==> config.mk <==
export PLATFORM = sky130hd
export DESIGN_NAME = multi_led_blinker
export DESIGN_NICKNAME = d
export VERILOG_FILES = /design/src/rtl/led_pkg.sv /design/src/rtl/led_channel.sv /design/src/rtl/multi_led_blinker.sv
export SDC_FILE = /design/constraint.sdc
export NUM_CORES = 1
export LEC_CHECK = 0
export BUFFER_PORTS_ARGS = -buffer_cell sky130_fd_sc_hd__buf_4
export CAP_MARGIN = 20
export CORE_MARGIN = 5
export CORE_UTILIZATION = 55
export CTS_CLUSTER_DIAMETER = 40
export DETAILED_ROUTE_END_ITERATION = 16
export PLACE_DENSITY = 0.72
export SETUP_SLACK_MARGIN = 0.05
export SYNTH_ARGS = -nofsm -noshare
export SYNTH_HDL_FRONTEND = slang
export SYNTH_SLANG_ARGS = --single-unit
export TNS_END_PERCENT = 100
==> constraint.sdc <==
create_clock -name CLOCK_50 -period 5.8 [get_ports CLOCK_50]
set_clock_uncertainty 0.15 [all_clocks]
set_input_delay 1.45 -clock CLOCK_50 [delete_from_list [all_inputs] [get_ports CLOCK_50]]
set_output_delay 1.45 -clock CLOCK_50 [all_outputs]
set_load 0.01 [all_outputs]
==> src/rtl/led_pkg.sv <==
// Shared definitions for the multi-channel LED blinker.
//   MODE_W  width of a channel mode field
//   mode_e  channel operating mode: OFF, ON, BLINK, BURST
package led_pkg;

  localparam int MODE_W = 2;

  typedef enum logic [MODE_W-1:0] {
    MODE_OFF   = 2'b00,
    MODE_ON    = 2'b01,
    MODE_BLINK = 2'b10,
    MODE_BURST = 2'b11
  } mode_e;

endpackage

==> src/rtl/led_channel.sv <==
// One LED channel: holds mode/period/remaining flashes/phase and drives one LED.
// Ports:
//   CLOCK_50   in   system clock
//   reset      in   synchronous, active-high
//   tick       in   prescaler strobe; the channel advances on edges where it is high
//   wr_en      in   load new configuration (takes priority over tick)
//   wr_mode    in   new mode
//   wr_period  in   new half-period in ticks (0 behaves as 1)
//   wr_count   in   new burst flash count
//   led        out  LED drive, 1 = lit
//   busy       out  high while a burst is in progress
//
// state      | meaning
// MODE_OFF   | LED dark, phase held 0
// MODE_ON    | LED lit, phase held 0
// MODE_BLINK | LED toggles every eff_period ticks, forever
// MODE_BURST | LED toggles like BLINK; ends after remaining 1->0 toggles
module led_channel
  import led_pkg::*;
#(
  parameter int PER_W = 16,
  parameter int CNT_W = 4
) (
  input  logic              CLOCK_50,
  input  logic              reset,
  input  logic              tick,
  input  logic              wr_en,
  input  logic [MODE_W-1:0] wr_mode,
  input  logic [PER_W-1:0]  wr_period,
  input  logic [CNT_W-1:0]  wr_count,
  output logic              led,
  output logic              busy
);

  mode_e             mode_q, mode_d;
  logic [PER_W-1:0]  period_q, period_d;
  logic [CNT_W-1:0]  remaining_q, remaining_d;
  logic [PER_W-1:0]  phase_q, phase_d;
  logic              led_q, led_d;

  logic [PER_W-1:0]  eff_period;
  logic              phase_last;

  assign eff_period = (period_q == '0) ? PER_W'(1) : period_q;
  assign phase_last = (phase_q == eff_period - PER_W'(1));

  always_ff @(posedge CLOCK_50) begin
    if (reset) begin
      mode_q      <= MODE_OFF;
      period_q    <= '0;
      remaining_q <= '0;
      phase_q     <= '0;
      led_q       <= 1'b0;
    end else begin
      mode_q      <= mode_d;
      period_q    <= period_d;
      remaining_q <= remaining_d;
      phase_q     <= phase_d;
      led_q       <= led_d;
    end
  end

  always_comb begin
    mode_d      = mode_q;
    period_d    = period_q;
    remaining_d = remaining_q;
    phase_d     = phase_q;
    led_d       = led_q;

    if (wr_en) begin
      period_d    = wr_period;
      remaining_d = wr_count;
      phase_d     = '0;
      case (mode_e'(wr_mode))
        MODE_OFF: begin
          mode_d = MODE_OFF;
          led_d  = 1'b0;
        end
        MODE_ON: begin
          mode_d = MODE_ON;
          led_d  = 1'b1;
        end
        MODE_BLINK: begin
          mode_d = MODE_BLINK;
          led_d  = 1'b1;
        end
        default: begin
          // A zero-length burst is finished before it starts.
          if (wr_count != '0) begin
            mode_d = MODE_BURST;
            led_d  = 1'b1;
          end else begin
            mode_d = MODE_OFF;
            led_d  = 1'b0;
          end
        end
      endcase
    end else if (tick) begin
      case (mode_q)
        MODE_BLINK, MODE_BURST: begin
          if (phase_last) begin
            phase_d = '0;
            led_d   = ~led_q;
            // A flash completes on the falling toggle; the last one ends the burst.
            if (mode_q == MODE_BURST && led_q && remaining_q != '0) begin
              remaining_d = remaining_q - CNT_W'(1);
              if (remaining_q == CNT_W'(1)) begin
                mode_d = MODE_OFF;
                led_d  = 1'b0;
              end
            end
          end else begin
            phase_d = phase_q + PER_W'(1);
          end
        end
        default: phase_d = '0;
      endcase
    end
  end

  assign led  = led_q;
  assign busy = (mode_q == MODE_BURST);

endmodule

==> src/rtl/multi_led_blinker.sv <==
// Multi-channel LED driver with a shared tick prescaler.
// Ports:
//   CLOCK_50    in   system clock
//   reset       in   synchronous, active-high
//   cfg_we      in   one-cycle write strobe
//   cfg_ch      in   target channel; writes to channels >= NUM_CH are dropped
//   cfg_mode    in   00 OFF, 01 ON, 10 BLINK, 11 BURST
//   cfg_period  in   half-period in ticks (0 behaves as 1)
//   cfg_count   in   burst flash count
//   LED         out  per-channel LED drive, 1 = lit
//   busy        out  per-channel burst-in-progress flag
//   tick        out  one-cycle strobe every DIV clocks
module multi_led_blinker
  import led_pkg::*;
#(
  parameter int CLK_HZ  = 50_000_000,
  parameter int TICK_HZ = 1000,
  parameter int NUM_CH  = 4,
  parameter int PER_W   = 16,
  parameter int CNT_W   = 4,
  localparam int CH_W   = (NUM_CH > 1) ? $clog2(NUM_CH) : 1
) (
  input  logic              CLOCK_50,
  input  logic              reset,
  input  logic              cfg_we,
  input  logic [CH_W-1:0]   cfg_ch,
  input  logic [MODE_W-1:0] cfg_mode,
  input  logic [PER_W-1:0]  cfg_period,
  input  logic [CNT_W-1:0]  cfg_count,
  output logic [NUM_CH-1:0] LED,
  output logic [NUM_CH-1:0] busy,
  output logic              tick
);

  localparam int DIV   = CLK_HZ / TICK_HZ;
  localparam int PRE_W = (DIV > 1) ? $clog2(DIV) : 1;

  logic [PRE_W-1:0] presc_q, presc_d;
  logic             tick_q, tick_d;
  logic             ch_valid;

  always_ff @(posedge CLOCK_50) begin
    if (reset) begin
      presc_q <= '0;
      tick_q  <= 1'b0;
    end else begin
      presc_q <= presc_d;
      tick_q  <= tick_d;
    end
  end

  // tick is registered, so it is high in the cycle after the count sat at DIV-1.
  always_comb begin
    tick_d  = (presc_q == PRE_W'(DIV - 1));
    presc_d = tick_d ? '0 : presc_q + PRE_W'(1);
  end

  assign tick     = tick_q;
  assign ch_valid = (int'(cfg_ch) < NUM_CH);

  for (genvar g = 0; g < NUM_CH; g++) begin : g_ch
    logic wr_en;
    assign wr_en = cfg_we && ch_valid && (int'(cfg_ch) == g);

    led_channel #(
      .PER_W (PER_W),
      .CNT_W (CNT_W)
    ) u_ch (
      .CLOCK_50  (CLOCK_50),
      .reset     (reset),
      .tick      (tick_q),
      .wr_en     (wr_en),
      .wr_mode   (cfg_mode),
      .wr_period (cfg_period),
      .wr_count  (cfg_count),
      .led       (LED[g]),
      .busy      (busy[g])
    );
  end

endmodule

Word level (Yosys, flattened, before mapping)
Cells that the tools add are included.
- bitwise operators: 4
- eq/ne operators: 22
- reductions and logical operators: 65
- $add $sub $neg: 13
- muxes and demuxes: 84
- operators with widths (operator ; number):
    2-to-1 mux 16 bit ; 12
    adder 16 x 1 -> 16 bit, second input constant ; 5
    2-to-1 mux 4 bit ; 20
    == test 16 bit ; 4
    logical NOT 16 bit ; 4
    subtractor 16 x 1 -> 16 bit, second input constant ; 4
    2-to-1 mux 2 bit ; 25
    nonzero test 2 bit ; 20
    2-to-1 mux 1 bit ; 25
    == test 2 bit, second input constant ; 11
    AND reduction 5 bit ; 4
    nonzero test 4 bit ; 5
    OR reduction 2 bit ; 10
    == test 16 bit, second input constant ; 1
    == test 4 x 1 -> 1 bit, second input constant ; 4
    AND reduction 4 bit ; 4
    subtractor 4 x 1 -> 4 bit, second input constant ; 4
    logical AND 1 bit ; 12
    AND reduction 3 bit ; 4
    case mux 2 bit (3 select lines) ; 1
    == test 2 x 1 -> 1 bit, second input constant ; 2
    logical NOT 2 bit ; 2
    inverter 1 bit ; 4
    case mux 1 bit (2 select lines) ; 1
- input bits: 27
- output and inout bits: 9
- word-level logic and storage cells: 210
- flip-flop bits (word level): 173

Depth between registers and ports, before layout
Gate-level depths: netlist of run 1.
- word-level depth: 8
- gate-level depth with buffers: 16
- mapped depth without buffers: 13

Cells and area by module
From an unflattened synthesis of run 1, not the netlist that was laid out.
- cell total of the unflattened synthesis: 1264
- area, all modules: 10543.9 sq um
- by module, submodules not included (module ; sequential area each (sq um) ; cells each ; area each (sq um) ; times used):
    led_channel (g_ch[1].u_ch ...) ; 780.7 ; 294 ; 2429.8 ; 2
    led_channel (g_ch[0].u_ch) ; 780.7 ; 296 ; 2441.1 ; 1
    led_channel (g_ch[3].u_ch) ; 780.7 ; 294 ; 2431.1 ; 1
    multi_led_blinker ; 340.3 ; 86 ; 812.0 ; 1

Worst setup path after synthesis of run 1
OpenSTA, ideal clock, no wires.
- path kind: reg2reg
- start: reg g_ch[1].u_ch.period_q[9]
- end: reg g_ch[1].u_ch.phase_q[1]
- required time: 5.530 ns
- cell stages (with the launch flop): 17
- path slack: 1.974 ns
- data arrival time: 3.556 ns
- clock period less this slack: 3.826 ns
- setup time: 0.120 ns
- path buffers: 4
- cell sequence: dfxtp_1 -> clkbuf_1 -> nor3_1 -> and4_1 -> a31oi_1 -> ha_1 -> or3b_2 -> buf_2 -> or3_1 -> a211o_1 -> a31oi_1 -> nand4_1 -> or3_1 -> buf_6 -> buf_6 -> a32oi_1 -> nor2_1
- cells in the longest elaborated chain, start to end: 6
- ends and longest elaborated chain (element ; RTL line ; RTL):
    start, declared ; led_channel.sv:36 ; logic [PER_W-1:0] period_q, period_d;
    start signal, assigned ; led_channel.sv:56 ; period_q <= period_d;
    logical NOT 16 bit ; led_channel.sv:44 ; assign eff_period = (period_q == '0) ? PER_W'(1) : period_q;
    2-to-1 mux 16 bit (*) ; led_channel.sv:44 ;
    subtractor 16 x 1 -> 16 bit (*) ; led_channel.sv:45 ; assign phase_last = (phase_q == eff_period - PER_W'(1));
    == test 16 bit (*) ; led_channel.sv:45 ;
    2-to-1 mux 16 bit (*) ; led_channel.sv:101 ; if (phase_last) begin
    2-to-1 mux 16 bit (*) ; led_channel.sv:99 ; case (mode_q)
    end signal, assigned ; led_channel.sv:58 ; phase_q <= phase_d;
    end, declared ; led_channel.sv:38 ; logic [PER_W-1:0] phase_q, phase_d;
Every way passes the cells marked *; elsewhere a longest branch is shown, timed or not.
A chain may end at the register's enable or synchronous reset.

Worst setup path in the final report of run 1
- start: reg g_ch[0].u_ch.period_q[6]
- end: reg g_ch[0].u_ch.phase_q[2]
- cells in the longest elaborated chain, start to end: 6
- ends and longest elaborated chain (element ; RTL line):
    start, declared ; led_channel.sv:36
    start signal, assigned ; led_channel.sv:56
    logical NOT 16 bit ; led_channel.sv:44
    2-to-1 mux 16 bit (*) ; led_channel.sv:44
    subtractor 16 x 1 -> 16 bit (*) ; led_channel.sv:45
    == test 16 bit (*) ; led_channel.sv:45
    2-to-1 mux 16 bit (*) ; led_channel.sv:101
    2-to-1 mux 16 bit (*) ; led_channel.sv:99
    end signal, assigned ; led_channel.sv:58
    end, declared ; led_channel.sv:38
Marked as above.

==> results of run 1 <==
==> area by class of cell <==
class | instances | area [µm²]
Fill cell | 1631 | 7040
Multi-Input combinational cell | 1036 | 6250
Sequential cell | 173 | 3460
Clock buffer | 21 | 460
Timing Repair Buffer | 49 | 363
Tap cell | 229 | 287
Clock inverter | 10 | 163
Inverter | 34 | 128
==> cells in the final DEF (no fill, tap or decap), drive strengths merged, types with 47 or more instances in the layout <==
master / instances
nand2: 200
dfxtp: 173
a21oi: 100
nor2: 78
a31oi: 72
xnor2: 63
nand3: 62
and3: 49
buf: 48
nor3: 47
==> worst register-to-register path, delay by kind of cell, from the launching register on <==
kind                       cells  cell delay [ps]
and+or+nand+nor                7             2700
AOI/OAI and AO/OA              3              640
DFF                            1              380
adders and majority gates      1              340
xor gates and xnor gates       1              140
==> worst paths after layout <==
kind | startpoint | endpoint | slack (ps) | cells past startpoint
max | g_ch[0].u_ch.period_q[6] | g_ch[0].u_ch.phase_q[2] | 1310 | 12
min | presc_q[0] | presc_q[0] | 290 | 1
max reg2reg | g_ch[0].u_ch.period_q[6] | g_ch[0].u_ch.phase_q[2] | 1310 | 12
min reg2reg | presc_q[0] | presc_q[0] | 290 | 1
==> logic make-up after synthesis <==
kind of cell,after synthesis,synth area share [%]
and+or+nand+nor,597,29.6
xor gates and xnor gates,101,8.94
AOI/OAI and AO/OA,306,19.0
muxes,12,1.21
DFF,173,33.9
adders and majority gates,20,2.45
buffers and inverters,116,4.90
==> registers in the layout (all words and copies together), names as in the netlist <==
signal                 cells
g_ch.u_ch.period_q        64
g_ch.u_ch.phase_q         64
g_ch.u_ch.remaining_q     16
presc_q                   16
g_ch.u_ch.mode_q           8
g_ch.u_ch.led              4
tick                       1
==> report_power, final <==
group | switching, µW | internal (µW)
registers | 32.8 | 1210
clock network | 494 | 742
logic | 248 | 164
==> layer usage <==
layer | vias up | global-route usage [%] | wire, µm
li1 | 4786 | - | -
met1 | 4631 | 33.8 | 12500
met2 | 280 | 40.4 | 12700
met3 | 41 | 4.80 | 1610
met4 | 0 | 8.84 | 572
met5 | - | 0 | 0
==> stage by stage <==
| step | hold slack [ps] | setup slack (ps) |
|---|---|---|
| finish | 293 | 1310 |
| global route | 313 | 905 |
| CTS | 294 | 1360 |
| detailed placement | 282 | 1440 |
| global placement | 278 | 1570 |
| floorplan | 263 | 1970 |
==> out/metrics.yaml, run 1 <==
synthesis:
  async_flop_share_pct: 0
  synth_nets: 1372
  syn_area_um2: 10200
  synthMostInstantiatedCell: "nand2_1"
  yosys_warnings: 0
  synthFlopType: "dfxtp_1"
  synth-seq-cells: 173
  postSynthCellCount: 1325
  synth-edff-count: 0
  ys_top_cells_by_area: "dfxtp_1 (34%), nand2_1 (7.4%), xnor2_1 (5.4%)"
  synth_top_area_share_pct: 33.9
  yosys-top-cells-count: "nand2_1 (200), dfxtp_1 (173), a21oi_1 (100)"
  ys_types: 69
  yosysSeqAreaShare_pct: 33.9
  yosysTopAreaCell: "dfxtp_1"
  avgSynthCellArea_um2: 7.70
placed_design:
  placed_area_um2: 10500
  dpl.hpwl_mm: 19.2
  port_buffers: 35
  dp_cells: 1518
  gp_congestion: 0.933
route:
  drc: 0
  viasPerCell: 6.27
  vias: 9738
  drt_wl_total_mm: 27.4
  dr.pass1.iters: 5
  drtIter0Drc: 843
  avgRoutedWirePerCell_um: 17.7
  ant_nets: 0
sta:
  finalCritPeriodShare_pct: 77.4
  hold_violations: 0
  worstMarginPinSlew_ps: 1130
  finalSetupViolCount: 0
  timing.fmax_mhz: 223
  tns_ps: 0
  min_period_ps: 4490
  grt_setup_unrepaired: "no"
  maxSlewHeadroom_pct: 23.8
  report.final.slew_viol_count: 0
global_route:
  grt_antenna_before_repair: 0
  grt_start_max_net_pins: 70
  grt_pass1_vias: 8748
  gr-total-overflow: 0
  grt_pass1_wl_mm: 44.4
  grt_use_total_pct: 25.1
clock_tree:
  clock-sinks: 173
  cts-htree-levels: 4
  cts_buffers: 17
  cts_setup_buffers: 0
  cts_hold_buf: 0
  root_buffer: "clkbuf_16"
  clock_path_buffers: 2
  cts_resized: 0
  path_clk_slew_ps: 70
  clk_latency_ps: 440
  tritoncts: "built"
worst_setup_path:
  cp-end-kind: "register"
  cpMaxStageDelayCell: "nand2_1"
  path_max_fanout: 28
  cp_data_arrival_time_ps: 4640
  required_ps: 5950
  cp_num_buf_inv: 0
  path_cells: "or4_1, nor3_1, a21oi_1, ha_1, nor3b_1, xnor2_1, nor3_1, nand3_1, nor4_1, nand2_1, a41oi_1, a31oi_1"
  worstSetupPathType: "reg2reg"
  slowest_delay_ps: 650
  path_common_cell: "nor3_1"
  cp-start-kind: "register"
  cpLargestDelayFamily: "simple AND/OR/NAND/NOR gates"
layout:
  fin_util_pct: 61.2
  syn_to_final_growth_pct: 8.86
  fin_nets: 1358
  drive_gt1_share_pct: 6.80
  fin_cells: 1552
  diodes: 0
  design_area_um2: 11100
outcome:
  outcome: "finished clean"
power_and_ir_drop:
  cellLeakagePower_uw: 0.00405
  power.density_nw_per_um2: 261
  ir_drop_mv: 0.192
  finalPower_uw: 2890
worst_hold_path:
  hold_path.class: "reg2reg"
die:
  die_area_um2: 21400
  initial_utilization_pct: 56.2
  design.core.area_um2: 18100
  die_w_um: 146
  ioPinCount: 36
  fp.dieH_um: 146
  num_rows: 49
flow_run:
  drv_cap: 0
(Power assumes the default switching activity.)
==> run 2: changes to the inputs <==
--- a/config.mk
+++ b/config.mk
@@ -11,7 +11,7 @@
 export CORE_UTILIZATION = 55
 export CTS_CLUSTER_DIAMETER = 40
 export DETAILED_ROUTE_END_ITERATION = 16
-export PLACE_DENSITY = 0.72
+export PLACE_DENSITY = 0.75
 export SETUP_SLACK_MARGIN = 0.05
 export SYNTH_ARGS = -nofsm -noshare
 export SYNTH_HDL_FRONTEND = slang
==> constraint.sdc (replaced) <==
create_clock -name CLOCK_50 -period 3.7 [get_ports CLOCK_50]
set_clock_uncertainty 0.15 [all_clocks]
set_input_delay 0.925 -clock CLOCK_50 [delete_from_list [all_inputs] [get_ports CLOCK_50]]
set_output_delay 0.925 -clock CLOCK_50 [all_outputs]
set_load 0.01 [all_outputs]
==> run 2 against run 1 <==
Compared with the run above:
- die area did not move
- count of clock-buffer cells in the layout fell by 3
- combinational power rose by 96%
- via count rose by 5.7%
- cell count rose by 5.1%
==> out/metrics.yaml, run 2 (synthesis results as in run 1) <==
outcome:
  outcome: "finished clean"  # unchanged
worst_hold_path:
  hold_path.class: "reg2reg"  # unchanged
  hold_end: "presc_q[0]"  # unchanged
  whs_path_depth: 1  # unchanged
  holdCritStartpoint: "presc_q[0]"  # unchanged
clock_tree:
  root_buffer: "clkbuf_16"  # unchanged
  clk_latency_ps: 430  # was 440 ps
  path_clk_slew_ps: 70  # about the same
  cts-htree-levels: 4  # unchanged
  cts_hold_buf: 0  # unchanged
  cts_buffers: 17  # unchanged
  tritoncts: "built"  # unchanged
  clock_path_buffers: 2  # unchanged
  clock-sinks: 173  # unchanged
worst_setup_path:
  reg2reg_setup_slack_ps: 170  # was 1310 ps
  path_common_cell: "a31oi_1"  # was nor3_1
  cp_num_buf_inv: 1  # was 0
  required_ps: 3850  # was 5950 ps
  cpMaxStageDelayCell: "or3b_4"  # was nand2_1
  cp-end-kind: "register"  # unchanged
  slowest_delay_ps: 410  # was 650 ps
  reg2reg_depth: 13  # was 12
  regToRegStartpoint: "g_ch[1].u_ch.period_q[7]"  # was g_ch[0].u_ch.period_q[6]
  cpLargestDelayFamily: "simple AND/OR/NAND/NOR gates"  # unchanged
  cp-start-kind: "register"  # unchanged
  r2r_end: "g_ch[1].u_ch.phase_q[4]"  # was g_ch[0].u_ch.phase_q[2]
  path_max_fanout: 29  # was 28
  path_cells: "nor4_4, and4_1, a31oi_1, ha_2, or3b_4, or3_1, a211o_1, a31oi_1, nand4_1, or3_4, buf_12, a41oi_1, a31oi_1"  # was or4_1, nor3_1, a21oi_1, ha_1, nor3b_1, xnor2_1, nor3_1, nand3_1, nor4_1, nand2_1, a41oi_1, a31oi_1
  cp_data_arrival_time_ps: 3690  # was 4640 ps
  worstSetupPathType: "reg2reg"  # unchanged
  cp.depth: 13  # was 12
sta:
  finalCritPeriodShare_pct: 95.5  # was 77.4%
  maxSlewHeadroom_pct: 42.3  # was 23.8%
  worstMarginPinSlew_ps: 865  # was 1130 ps
  hold_slack_ps: 294  # was 293 ps
  min_period_ps: 3530  # was 4490 ps
  timing.fmax_mhz: 283  # was 223 MHz
  finalSetupViolCount: 0  # unchanged
  report.final.slew_viol_count: 0  # unchanged
  tns_ps: 0  # unchanged
  grt_setup_unrepaired: "no"  # unchanged
  hold_violations: 0  # unchanged
power_and_ir_drop:
  cellLeakagePower_uw: 0.00449  # was 0.00405 µW
  power.density_nw_per_um2: 388  # was 261 nW/µm²
  ir_drop_mv: 0.332  # was 0.192 mV
  finalPower_uw: 4610  # was 2890 µW
global_route:
  grt_antenna_before_repair: 0  # unchanged
  gr-total-overflow: 0  # unchanged
  grt_start_max_net_pins: 48  # was 70
  grt_use_total_pct: 26.1  # was 25.1%
  grt_pass1_vias: 9493  # was 8748
  grt_pass1_wl_mm: 46.3  # was 44.4 mm
route:
  drc: 0  # unchanged
  drtIter0Drc: 905  # was 843
  viasPerCell: 6.31  # was 6.27
  avgRoutedWirePerCell_um: 17.7  # about the same
  drt_wl_total_mm: 28.8  # was 27.4 mm
  ant_nets: 0  # unchanged
  dr.pass1.iters: 6  # was 5
  vias: 10300  # was 9738
layout:
  fillers: 1575  # was 1631
  syn_to_final_growth_pct: 16.4  # was 8.86%
  drive_gt1_share_pct: 14.2  # was 6.80%
  multi_input_area_um2: 6430  # was 6250 µm²
  diodes: 0  # unchanged
  reg.largest.list: "g_ch.u_ch.period_q: 64 flops, g_ch.u_ch.phase_q: 64 flops"  # unchanged
  mostFrequentLayoutCells: "nand2_1 (200), dfxtp_1 (169), buf_4 (125)"  # was nand2_1 (200), dfxtp_1 (173), a21oi_1 (100)
  final_common_cell: "nand2_1"  # unchanged
  fin_nets: 1436  # was 1358
  fin_util_pct: 65.5  # was 61.2%
  regArea_um2: 3470  # was 3460 µm²
placed_design:
  port_buffers: 35  # unchanged
  gp_congestion: 0.921  # was 0.933
  dpl.hpwl_mm: 20.0  # was 19.2 mm
die:
  ioPinCount: 36  # unchanged
  design.core.area_um2: 18100  # unchanged
  initial_utilization_pct: 56.2  # unchanged
  die_area_um2: 21400  # unchanged
  die_w_um: 146  # unchanged
  fp.dieH_um: 146  # unchanged
  num_rows: 49  # unchanged
flow_run:
  drv_cap: 0  # unchanged
-- run 2: area by class of cell --
class,instances,share of cell area (%)
multi-input combinational,1036,54.1
sequential,173,29.2
timing repair buffer,127,8.11
clock buffer,18,3.70
tap,229,2.41
clock inverter,14,1.41
inverter,34,1.07
-- run 2: repair_timing --
item | CTS | global route
pin swaps | 1 | 10
gates resized for setup | 5 | 29
hold endpoints to repair | 0 | 0
endpoints found under the setup margin | 7 | 76
setup buffers | 1 | 1
-- run 2: worst max-delay path by stage --
stage                              start                           to  slack [ps]
2_1_floorplan  g_ch[1].u_ch.period_q[13]      g_ch[1].u_ch.phase_q[1]           5
6_report        g_ch[1].u_ch.period_q[7]      g_ch[1].u_ch.phase_q[4]         170
4_1_cts        g_ch[0].u_ch.period_q[10]  g_ch[0].u_ch.remaining_q[1]          70
5_1_grt        g_ch[1].u_ch.period_q[15]      g_ch[1].u_ch.phase_q[1]           7
3_3_place_gp    g_ch[0].u_ch.period_q[6]       g_ch[0].u_ch.mode_q[0]          70
3_5_place_dp   g_ch[1].u_ch.period_q[15]      g_ch[1].u_ch.phase_q[5]          50
-- run 2: routing by layer --
metal / up-vias / track usage [%] / routed length, µm
met4: 0 / 10.2 / 889
met3: 76 / 4.68 / 2230
met5: - / 0 / 0
met2: 380 / 42.3 / 13400
met1: 4895 / 34.5 / 12300
li1: 4945 / - / -
-- run 2: per-stage QoR --
stage / setup WS (ps) / instances / instance area (µm²)
global placement: 66.9 / 1595 / 11100
detailed placement: 48.4 / 1597 / 11100
finish: 168 / 1631 / 11900
CTS: 75.0 / 1630 / 11700
global route: 6.52 / 1631 / 11900
floorplan: 4.82 / 1325 / 10200
-- run 2: power by group --
group	internal, µW	total [µW]	leakage, µW	switching (µW)
clock network	1080	1870	0.000292	785
registers	1900	1940	0.00140	37.9
logic	351	807	0.00280	456
total	3330	4610	0.00449	1280
